--- src/rtl/dmem_pkg.sv ---
// Shared constants and helpers for the memory-stage data access unit.
// Covers func3 codes, FSM encoding, byte masks and access legality.
package dmem_pkg;

   localparam logic [2:0] F3_B  = 3'b000;
   localparam logic [2:0] F3_H  = 3'b001;
   localparam logic [2:0] F3_W  = 3'b010;
   localparam logic [2:0] F3_D  = 3'b011;
   localparam logic [2:0] F3_BU = 3'b100;
   localparam logic [2:0] F3_HU = 3'b101;
   localparam logic [2:0] F3_WU = 3'b110;

   localparam logic [1:0] S_IDLE = 2'd0;
   localparam logic [1:0] S_WAIT = 2'd1;
   localparam logic [1:0] S_DONE = 2'd2;

   localparam logic [7:0] MASK_B = 8'h01;
   localparam logic [7:0] MASK_H = 8'h03;
   localparam logic [7:0] MASK_W = 8'h0F;
   localparam logic [7:0] MASK_D = 8'hFF;

   function automatic logic access_ok(
      input logic       is_store,
      input logic [2:0] f3,
      input logic [2:0] off
   );
      logic ok;
      unique case (f3[1:0])
         2'd0:    ok = 1'b1;
         2'd1:    ok = ~off[0];
         2'd2:    ok = (off[1:0] == 2'd0);
         default: ok = (off == 3'd0);
      endcase
      // 111 is never legal; stores have no unsigned variants
      if (f3 == 3'b111 || (is_store && f3[2])) ok = 1'b0;
      return ok;
   endfunction

   function automatic logic [7:0] byte_mask(input logic [1:0] sz);
      unique case (sz)
         2'd0:    return MASK_B;
         2'd1:    return MASK_H;
         2'd2:    return MASK_W;
         default: return MASK_D;
      endcase
   endfunction

   function automatic logic [63:0] lane_repl(
      input logic [1:0]  sz,
      input logic [63:0] d
   );
      unique case (sz)
         2'd0:    return {8{d[7:0]}};
         2'd1:    return {4{d[15:0]}};
         2'd2:    return {2{d[31:0]}};
         default: return d;
      endcase
   endfunction

endpackage

--- src/rtl/dmem_access_unit_if.sv ---
// Pipeline-side request/response and RAM bus of the data access unit.
// master: pipeline and RAM model; slave: the access unit itself.
interface dmem_access_unit_if #(
   parameter int ADDR_W = 16
);
   logic              req_re;
   logic              req_we;
   logic [63:0]       req_addr;
   logic [63:0]       req_wdata;
   logic [2:0]        req_func3;
   logic              mem_stall;
   logic [63:0]       load_data;
   logic              misaligned;
   logic              ram_en;
   logic [7:0]        ram_we;
   logic [ADDR_W-4:0] ram_addr;
   logic [63:0]       ram_wdata;
   logic [63:0]       ram_rdata;

   modport master (
      output req_re, req_we, req_addr, req_wdata, req_func3, ram_rdata,
      input  mem_stall, load_data, misaligned,
      input  ram_en, ram_we, ram_addr, ram_wdata
   );

   modport slave (
      input  req_re, req_we, req_addr, req_wdata, req_func3, ram_rdata,
      output mem_stall, load_data, misaligned,
      output ram_en, ram_we, ram_addr, ram_wdata
   );
endinterface

--- src/rtl/dmem_load_align.sv ---
// Load data formatter: lane shift by byte offset, then sign/zero extend.
// LD and any unlisted func3 pass the shifted word through.
module dmem_load_align
   import dmem_pkg::*;
(
   input  logic [63:0] rdata,
   input  logic [2:0]  offset,
   input  logic [2:0]  func3,
   output logic [63:0] load_data
);
   logic [63:0] sh;

   always_comb begin
      sh = rdata >> {offset, 3'b000};
      load_data = sh;
      case (func3)
         F3_B:    load_data = {{56{sh[7]}}, sh[7:0]};
         F3_H:    load_data = {{48{sh[15]}}, sh[15:0]};
         F3_W:    load_data = {{32{sh[31]}}, sh[31:0]};
         F3_BU:   load_data = {56'd0, sh[7:0]};
         F3_HU:   load_data = {48'd0, sh[15:0]};
         F3_WU:   load_data = {32'd0, sh[31:0]};
         default: load_data = sh;
      endcase
   end
endmodule

--- src/rtl/dmem_access_unit.sv ---
// Memory-stage load/store controller with byte lanes and load stall FSM.
// Stores finish in one cycle; loads stall READ_LAT+1 cycles.
module dmem_access_unit
   import dmem_pkg::*;
#(
   parameter int ADDR_W   = 16,
   parameter int READ_LAT = 1
) (
   input  logic              clk,
   input  logic              reset,
   dmem_access_unit_if.slave bus
);
   localparam logic [1:0] CNT_INIT = 2'(READ_LAT - 1);

   logic [1:0]        state_q, state_d;
   logic [1:0]        cnt_q, cnt_d;
   logic [2:0]        off_q, off_d;
   logic [2:0]        f3_q, f3_d;
   logic [ADDR_W-4:0] addr_q, addr_d;
   logic [63:0]       load_q, load_d;
   logic [63:0]       aligned;

   logic              is_st, is_ld, ok;
   logic [2:0]        off;
   logic [ADDR_W-4:0] req_word;

   dmem_load_align u_align (
      .rdata     (bus.ram_rdata),
      .offset    (off_q),
      .func3     (f3_q),
      .load_data (aligned)
   );

   // store wins when both request lines are set
   assign is_st    = bus.req_we;
   assign is_ld    = bus.req_re & ~bus.req_we;
   assign off      = bus.req_addr[2:0];
   assign req_word = bus.req_addr[ADDR_W-1:3];
   assign ok       = access_ok(is_st, bus.req_func3, off);

   always_comb begin
      state_d = state_q;
      cnt_d   = cnt_q;
      off_d   = off_q;
      f3_d    = f3_q;
      addr_d  = addr_q;
      load_d  = load_q;
      bus.mem_stall  = 1'b0;
      bus.misaligned = 1'b0;
      bus.ram_en     = 1'b0;
      bus.ram_we     = '0;
      bus.ram_addr   = '0;
      bus.ram_wdata  = '0;
      case (state_q)
         S_IDLE: begin
            if (is_st || is_ld) begin
               if (!ok) begin
                  bus.misaligned = 1'b1;
               end else if (is_st) begin
                  bus.ram_en    = 1'b1;
                  bus.ram_addr  = req_word;
                  bus.ram_we    = byte_mask(bus.req_func3[1:0]) << off;
                  bus.ram_wdata = lane_repl(bus.req_func3[1:0],
                                            bus.req_wdata);
               end else begin
                  bus.ram_en    = 1'b1;
                  bus.ram_addr  = req_word;
                  bus.mem_stall = 1'b1;
                  state_d = S_WAIT;
                  cnt_d   = CNT_INIT;
                  off_d   = off;
                  f3_d    = bus.req_func3;
                  addr_d  = req_word;
               end
            end
         end
         S_WAIT: begin
            bus.ram_en    = 1'b1;
            bus.ram_addr  = addr_q;
            bus.mem_stall = 1'b1;
            if (cnt_q == 2'd0) begin
               load_d  = aligned;
               state_d = S_DONE;
            end else begin
               cnt_d = cnt_q - 2'd1;
            end
         end
         // the still-held request must not be reissued here
         S_DONE:  state_d = S_IDLE;
         default: state_d = S_IDLE;
      endcase
   end

   assign bus.load_data = load_q;

   always_ff @(posedge clk or negedge reset) begin
      if (!reset) begin
         state_q <= S_IDLE;
         cnt_q   <= '0;
         off_q   <= '0;
         f3_q    <= '0;
         addr_q  <= '0;
         load_q  <= '0;
      end else begin
         state_q <= state_d;
         cnt_q   <= cnt_d;
         off_q   <= off_d;
         f3_q    <= f3_d;
         addr_q  <= addr_d;
         load_q  <= load_d;
      end
   end
endmodule
--- src/flat_wrapper.sv ---
// flat-port wrapper written by rule: the top's interface ports become plain ports
module dmem_access_unit_flat import dmem_pkg::*;
#(
   parameter int ADDR_W   = 16,
   parameter int READ_LAT = 1
)
  (clk, reset, bus_req_re, bus_req_we, bus_req_addr, bus_req_wdata, bus_req_func3, bus_ram_rdata, bus_mem_stall, bus_load_data, bus_misaligned, bus_ram_en, bus_ram_we, bus_ram_addr, bus_ram_wdata);
  dmem_access_unit_if #(.ADDR_W(ADDR_W)) bus_i ();
  input  logic clk;
  input  logic reset;
  input wire logic [$bits(bus_i.req_re)-1:0] bus_req_re;
  input wire logic [$bits(bus_i.req_we)-1:0] bus_req_we;
  input wire logic [$bits(bus_i.req_addr)-1:0] bus_req_addr;
  input wire logic [$bits(bus_i.req_wdata)-1:0] bus_req_wdata;
  input wire logic [$bits(bus_i.req_func3)-1:0] bus_req_func3;
  input wire logic [$bits(bus_i.ram_rdata)-1:0] bus_ram_rdata;
  output wire logic [$bits(bus_i.mem_stall)-1:0] bus_mem_stall;
  output wire logic [$bits(bus_i.load_data)-1:0] bus_load_data;
  output wire logic [$bits(bus_i.misaligned)-1:0] bus_misaligned;
  output wire logic [$bits(bus_i.ram_en)-1:0] bus_ram_en;
  output wire logic [$bits(bus_i.ram_we)-1:0] bus_ram_we;
  output wire logic [$bits(bus_i.ram_addr)-1:0] bus_ram_addr;
  output wire logic [$bits(bus_i.ram_wdata)-1:0] bus_ram_wdata;
  assign bus_i.req_re = bus_req_re;
  assign bus_i.req_we = bus_req_we;
  assign bus_i.req_addr = bus_req_addr;
  assign bus_i.req_wdata = bus_req_wdata;
  assign bus_i.req_func3 = bus_req_func3;
  assign bus_i.ram_rdata = bus_ram_rdata;
  assign bus_mem_stall = bus_i.mem_stall;
  assign bus_load_data = bus_i.load_data;
  assign bus_misaligned = bus_i.misaligned;
  assign bus_ram_en = bus_i.ram_en;
  assign bus_ram_we = bus_i.ram_we;
  assign bus_ram_addr = bus_i.ram_addr;
  assign bus_ram_wdata = bus_i.ram_wdata;
  dmem_access_unit #(.ADDR_W(ADDR_W), .READ_LAT(READ_LAT)) u_core (.clk(clk), .reset(reset), .bus(bus_i));
endmodule
--- config.mk ---
export PLATFORM = sky130hd
export DESIGN_NAME = dmem_access_unit_flat
export DESIGN_NICKNAME = d
export VERILOG_FILES = /design/src/rtl/dmem_pkg.sv /design/src/rtl/dmem_access_unit_if.sv /design/src/rtl/dmem_load_align.sv /design/src/rtl/dmem_access_unit.sv /design/src/flat_wrapper.sv
export SDC_FILE = /design/constraint.sdc
export NUM_CORES = 1
export LEC_CHECK = 0
export CORE_MARGIN = 3
export CORE_UTILIZATION = 30
export CTS_CLUSTER_SIZE = 16
export DETAILED_ROUTE_END_ITERATION = 8
export PLACE_DENSITY = 0.63
export REMOVE_ABC_BUFFERS = 1
export SLEW_MARGIN = 0
export SYNTH_ARGS = -nofsm -noshare
export SYNTH_HDL_FRONTEND = slang
export SYNTH_HIERARCHICAL = 1
export SYNTH_SLANG_ARGS = --single-unit
--- constraint.sdc ---
create_clock -name clk -period 2.6 [get_ports clk]
set_input_delay 0.52 -clock clk [delete_from_list [all_inputs] [get_ports clk]]
set_output_delay 0.52 -clock clk [all_outputs]
set_load 0.03 [all_outputs]
==> flow_summary.rst <==
.. list-table::
   :header-rows: 1

   * - Metric
     - Value
   * - Status
     - finished, violations left
   * - Violated checks
     - negative setup slack
   * - Total power divided by cell area
     - 815 nW/um^2
   * - Most instantiated flip-flop cell in the synthesis netlist
     - sky130_fd_sc_hd__dfrtp_1
   * - Cell type group with the largest total delay on the critical path
     - buffers and inverters
   * - H-tree levels
     - 3
   * - Number of max-slew violations in the final report
     - 0
   * - Count of antenna-violating nets left after detailed routing
     - 0
   * - Source-to-sink clock delay at the later pin of the worst-skew pair
     - 0.34 ns
   * - Fillers
     - 2232
   * - Distinct cell type count after synthesis
     - 51
   * - CTS max path bufs
     - 2
   * - Layout Nets
     - 1278
   * - Worst min path class
     - in -> async
   * - Share of the synthesized netlist area taken by xor and xnor gates
     - 0
   * - Highest attainable clock frequency
     - 378 MHz
   * - Setup violations, final
     - 5
   * - CP Capture Type
     - output port
   * - Number of antenna violations at the first check in global routing
     - 4
   * - Fin Hold WS
     - 0.112 ns
   * - Share of cell area taken by muxes after synthesis
     - 0.335
   * - HPWL after detailed placement
     - 20400 um
   * - Clock tree from TritonCTS
     - yes
   * - Reg clk slew, reported paths
     - 0.07 ns
   * - Internal reg-to-reg setup slack
     - 0.29 ns
   * - Max Cap Viol
     - 0
   * - Most common cell on crit path
     - sky130_fd_sc_hd__buf_4
   * - Avg Vias per Cell
     - 5.26
   * - Largest vdd supply drop
     - 0.000644 V
   * - Async S/R FF share, synth
     - 1.00
   * - I/O pins
     - 351
   * - Number of port buffers
     - 302
   * - 1st-iter DRT viols
     - 345
   * - Portion of the post-synthesis area used by sequential elements
     - 0.302
   * - Min Tclk post-route
     - 2.64 ns
   * - Total number of vias
     - 7384
   * - Commonest non-fill, non-tap cells in the layout
     - sky130_fd_sc_hd__clkdlybuf4s50_1, sky130_fd_sc_hd__buf_4, sky130_fd_sc_hd__nand2_1
   * - Clock tree skew after final layout
     - 0.00995 ns
   * - Leak Pwr
     - 5.07 nW
   * - Final count of hold timing violations
     - 0
   * - Levels on crit path
     - 9
   * - Delay of the slowest critical-path stage
     - 0.34 ns
   * - Worst setup timing slack at the placement stage
     - -0.854 ns
   * - Combined buffer and inverter count along the critical path
     - 4
   * - CTS root buf
     - sky130_fd_sc_hd__clkbuf_16
   * - Placement-stage cell area
     - 10900 sq um
   * - Final Worst Setup Slack
     - -0.0439 ns
   * - Post-route clock period utilization
     - 1.02
   * - Final weighted congestion in routability-driven placement
     - 0.886
   * - Clock net sink count
     - 87
   * - Total global routing overflow
     - 0
   * - Worst slew margin relative to its limit
     - 0.303
   * - Pin count of the biggest net entering global routing
     - 66
   * - Height of the die
     - 161 um
   * - Crit path required time
     - 2.08 ns
   * - Wire length reported by the detailed router
     - 27400 um
   * - Actual slew at the worst max-slew pin
     - 1.04 ns
   * - Initial core utilization
     - 0.307
   * - Maximum fanout along the worst path
     - 5
   * - Largest family of logic cells by synthesized area
     - multiplexers
   * - Total non-filler cell area in the finished layout
     - 11600 sq um
   * - Mean instance size in the synthesized netlist
     - 9.78 sq um
   * - Area grow syn2layout
     - 60.0%
   * - Syn Inst Count
     - 738
   * - Warning count from the yosys run
     - 6
   * - Finished Core Util
     - 0.491
   * - Number of global-route vias before repair
     - 7537
   * - Core region area
     - 23500 sq um
   * - Most frequent standard cell in the layout excluding fill and tap cells
     - sky130_fd_sc_hd__clkdlybuf4s50_1
   * - Number of buffers created by CTS
     - 9
   * - Synthesized flop and latch total
     - 87
   * - First-pass GRT wire length
     - 41700 um
   * - Number of enable flip-flop cells after synthesis
     - 0
   * - CP cell instances
     - buf_4 -> mux2_4 -> nand2_2 -> o2111ai_2 -> or2_4 -> buf_6 -> a211oi_4 -> buf_4 -> buf_12
   * - CP Launch Type
     - primary input
   * - Fraction of final layout cells with drive strength greater than 1
     - 0.367
   * - Drt first pass iters
     - 7
   * - Routed wire per std cell
     - 19.6 um
   * - Die ar.
     - 26000 sq um
   * - Endpoint arrival time on the critical path
     - 2.12 ns
   * - Reg2Reg Depth
     - 6
   * - Post-Synth Adder-Cell Area
     - 0.00173
   * - Unrepaired setup endpoints after global routing
     - true
   * - Number of DRC violations after detailed routing
     - 0
   * - Cell area after synthesis
     - 7220 sq um
   * - Capture point of the worst reg-to-reg path
     - u_core/bus.load_data[49]$_DFFE_PN0P_
   * - Gr usage total
     - 0.201
   * - Synthesized-area fraction occupied by ao, oa, aoi and oai cells
     - 0.127
   * - Cell with the biggest individual delay on the critical path
     - sky130_fd_sc_hd__or2_4
   * - Crit Path Class
     - in -> out
   * - Number of placement rows
     - 56
   * - Die width
     - 161 um
   * - Synthesized-area fraction occupied by and/or/nand/nor cells
     - 0.177
   * - R2R Path Start
     - u_core/off_q[1]$_DFFE_PN0P_
[Yosys cell counts, types with 11 or more instances]
| cell | instances | area share |
|---|---|---|
| sky130_fd_sc_hd__clkbuf_1 | 32 | 0.017 |
| sky130_fd_sc_hd__and2_1 | 19 | 0.016 |
| sky130_fd_sc_hd__mux4_2 | 31 | 0.097 |
| sky130_fd_sc_hd__mux2i_1 | 70 | 0.097 |
| sky130_fd_sc_hd__a21oi_1 | 19 | 0.013 |
| sky130_fd_sc_hd__buf_2 | 23 | 0.016 |
| sky130_fd_sc_hd__nand2_1 | 92 | 0.048 |
| sky130_fd_sc_hd__mux2_2 | 87 | 0.14 |
| sky130_fd_sc_hd__dfrtp_1 | 87 | 0.30 |
| sky130_fd_sc_hd__nand4_1 | 30 | 0.026 |
| sky130_fd_sc_hd__nor2b_1 | 21 | 0.018 |
| sky130_fd_sc_hd__a22o_1 | 15 | 0.018 |
| sky130_fd_sc_hd__buf_6 | 11 | 0.017 |
| sky130_fd_sc_hd__nor2_1 | 36 | 0.019 |
| sky130_fd_sc_hd__a211oi_1 | 25 | 0.026 |
| sky130_fd_sc_hd__nand3_1 | 12 | 0.0083 |
| sky130_fd_sc_hd__nor3_1 | 13 | 0.0090 |
| sky130_fd_sc_hd__o21ai_0 | 29 | 0.020 |
[metal layers]
layer	GRT usage	share of wire	wire (um)	up-vias
met5	0	0.00098	27	-
met4	0.0817	0.035	969	4
met1	0.248	0.41	11200	3590
met3	0.0457	0.074	2020	64
met2	0.341	0.48	13200	302
li1	-	-	-	3424
[through the flow]
stage,cells,total power [mW],TNS (ns)
2_1_floorplan,665,5.56,-124.04
5_1_grt,1403,9.97,-1.11
3_5_place_dp,1377,8.01,-44.12
3_3_place_gp,1377,7.98,-33.42
6_report,1403,9.42,-0.122
4_1_cts,1401,9.45,-0.532
[logic make-up (layout without fill, tap and decap cells)]
kind of cell,count (synthesis),count (layout)
multiplexers,191,191
flip-flops,87,87
AO/OA/AOI/OAI,124,124
AND/OR/NAND/NOR,255,256
other,0,1
adder cells (fa/ha/maj),1,1
buffers and inverters,80,424
[worst max-delay path by stage]
stage / from / endpoint / slack [ns]
after CTS: bus_req_addr[1] / bus_ram_wdata[52] / -0.11
after global routing: bus_req_addr[1] / bus_ram_we[5] / -0.09
after global placement: bus_req_addr[0] / bus_ram_wdata[60] / -0.70
after detailed placement: bus_req_addr[1] / bus_ram_wdata[60] / -0.85
after floorplan: u_core/off_q[0]$_DFFE_PN0P_ / u_core/bus.load_data[48]$_DFFE_PN0P_ / -1.51
final: bus_req_func3[1] / bus_ram_wdata[60] / -0.04
[flip-flops by register name, summed over array words and instances (netlist names)]
register              cells
u_core/bus.load_data     64
u_core/addr_q            13
u_core/f3_q               3
u_core/off_q              3
u_core/cnt_q              2
u_core/state_q            2
[layout make-up]
| class | instances | area [sq um] | share of cell area |
|---|---|---|---|
| Sequential cell | 87 | 2180 | 0.189 |
| Antenna cell | 1 | 2.50 | 0.000217 |
| Clock inverter | 7 | 80.1 | 0.00693 |
| Clock buffer | 9 | 225 | 0.0195 |
| Inverter | 7 | 26.3 | 0.00227 |
| Tap cell | 319 | 399 | 0.0346 |
| Multi-Input combinational cell | 572 | 4860 | 0.421 |
| Timing Repair Buffer | 401 | 3780 | 0.327 |
[report_power, final]
group / switching, mW / leakage, nW / internal (mW)
registers: 0.416 / 1.08 / 1.94
clock network: 0.582 / 0.143 / 0.757
logic: 3.00 / 3.85 / 2.72
total: 4.00 / 5.07 / 5.42
[timing repair]
action                     in CTS  in global routing
setup buffers                   5                  1
pin swaps                      12                  8
gates resized for setup        43                 56
cloned                          3                  0
setup endpoints to repair      88                 69
hold buffers                    0                  0
(Power assumes the default switching activity.)
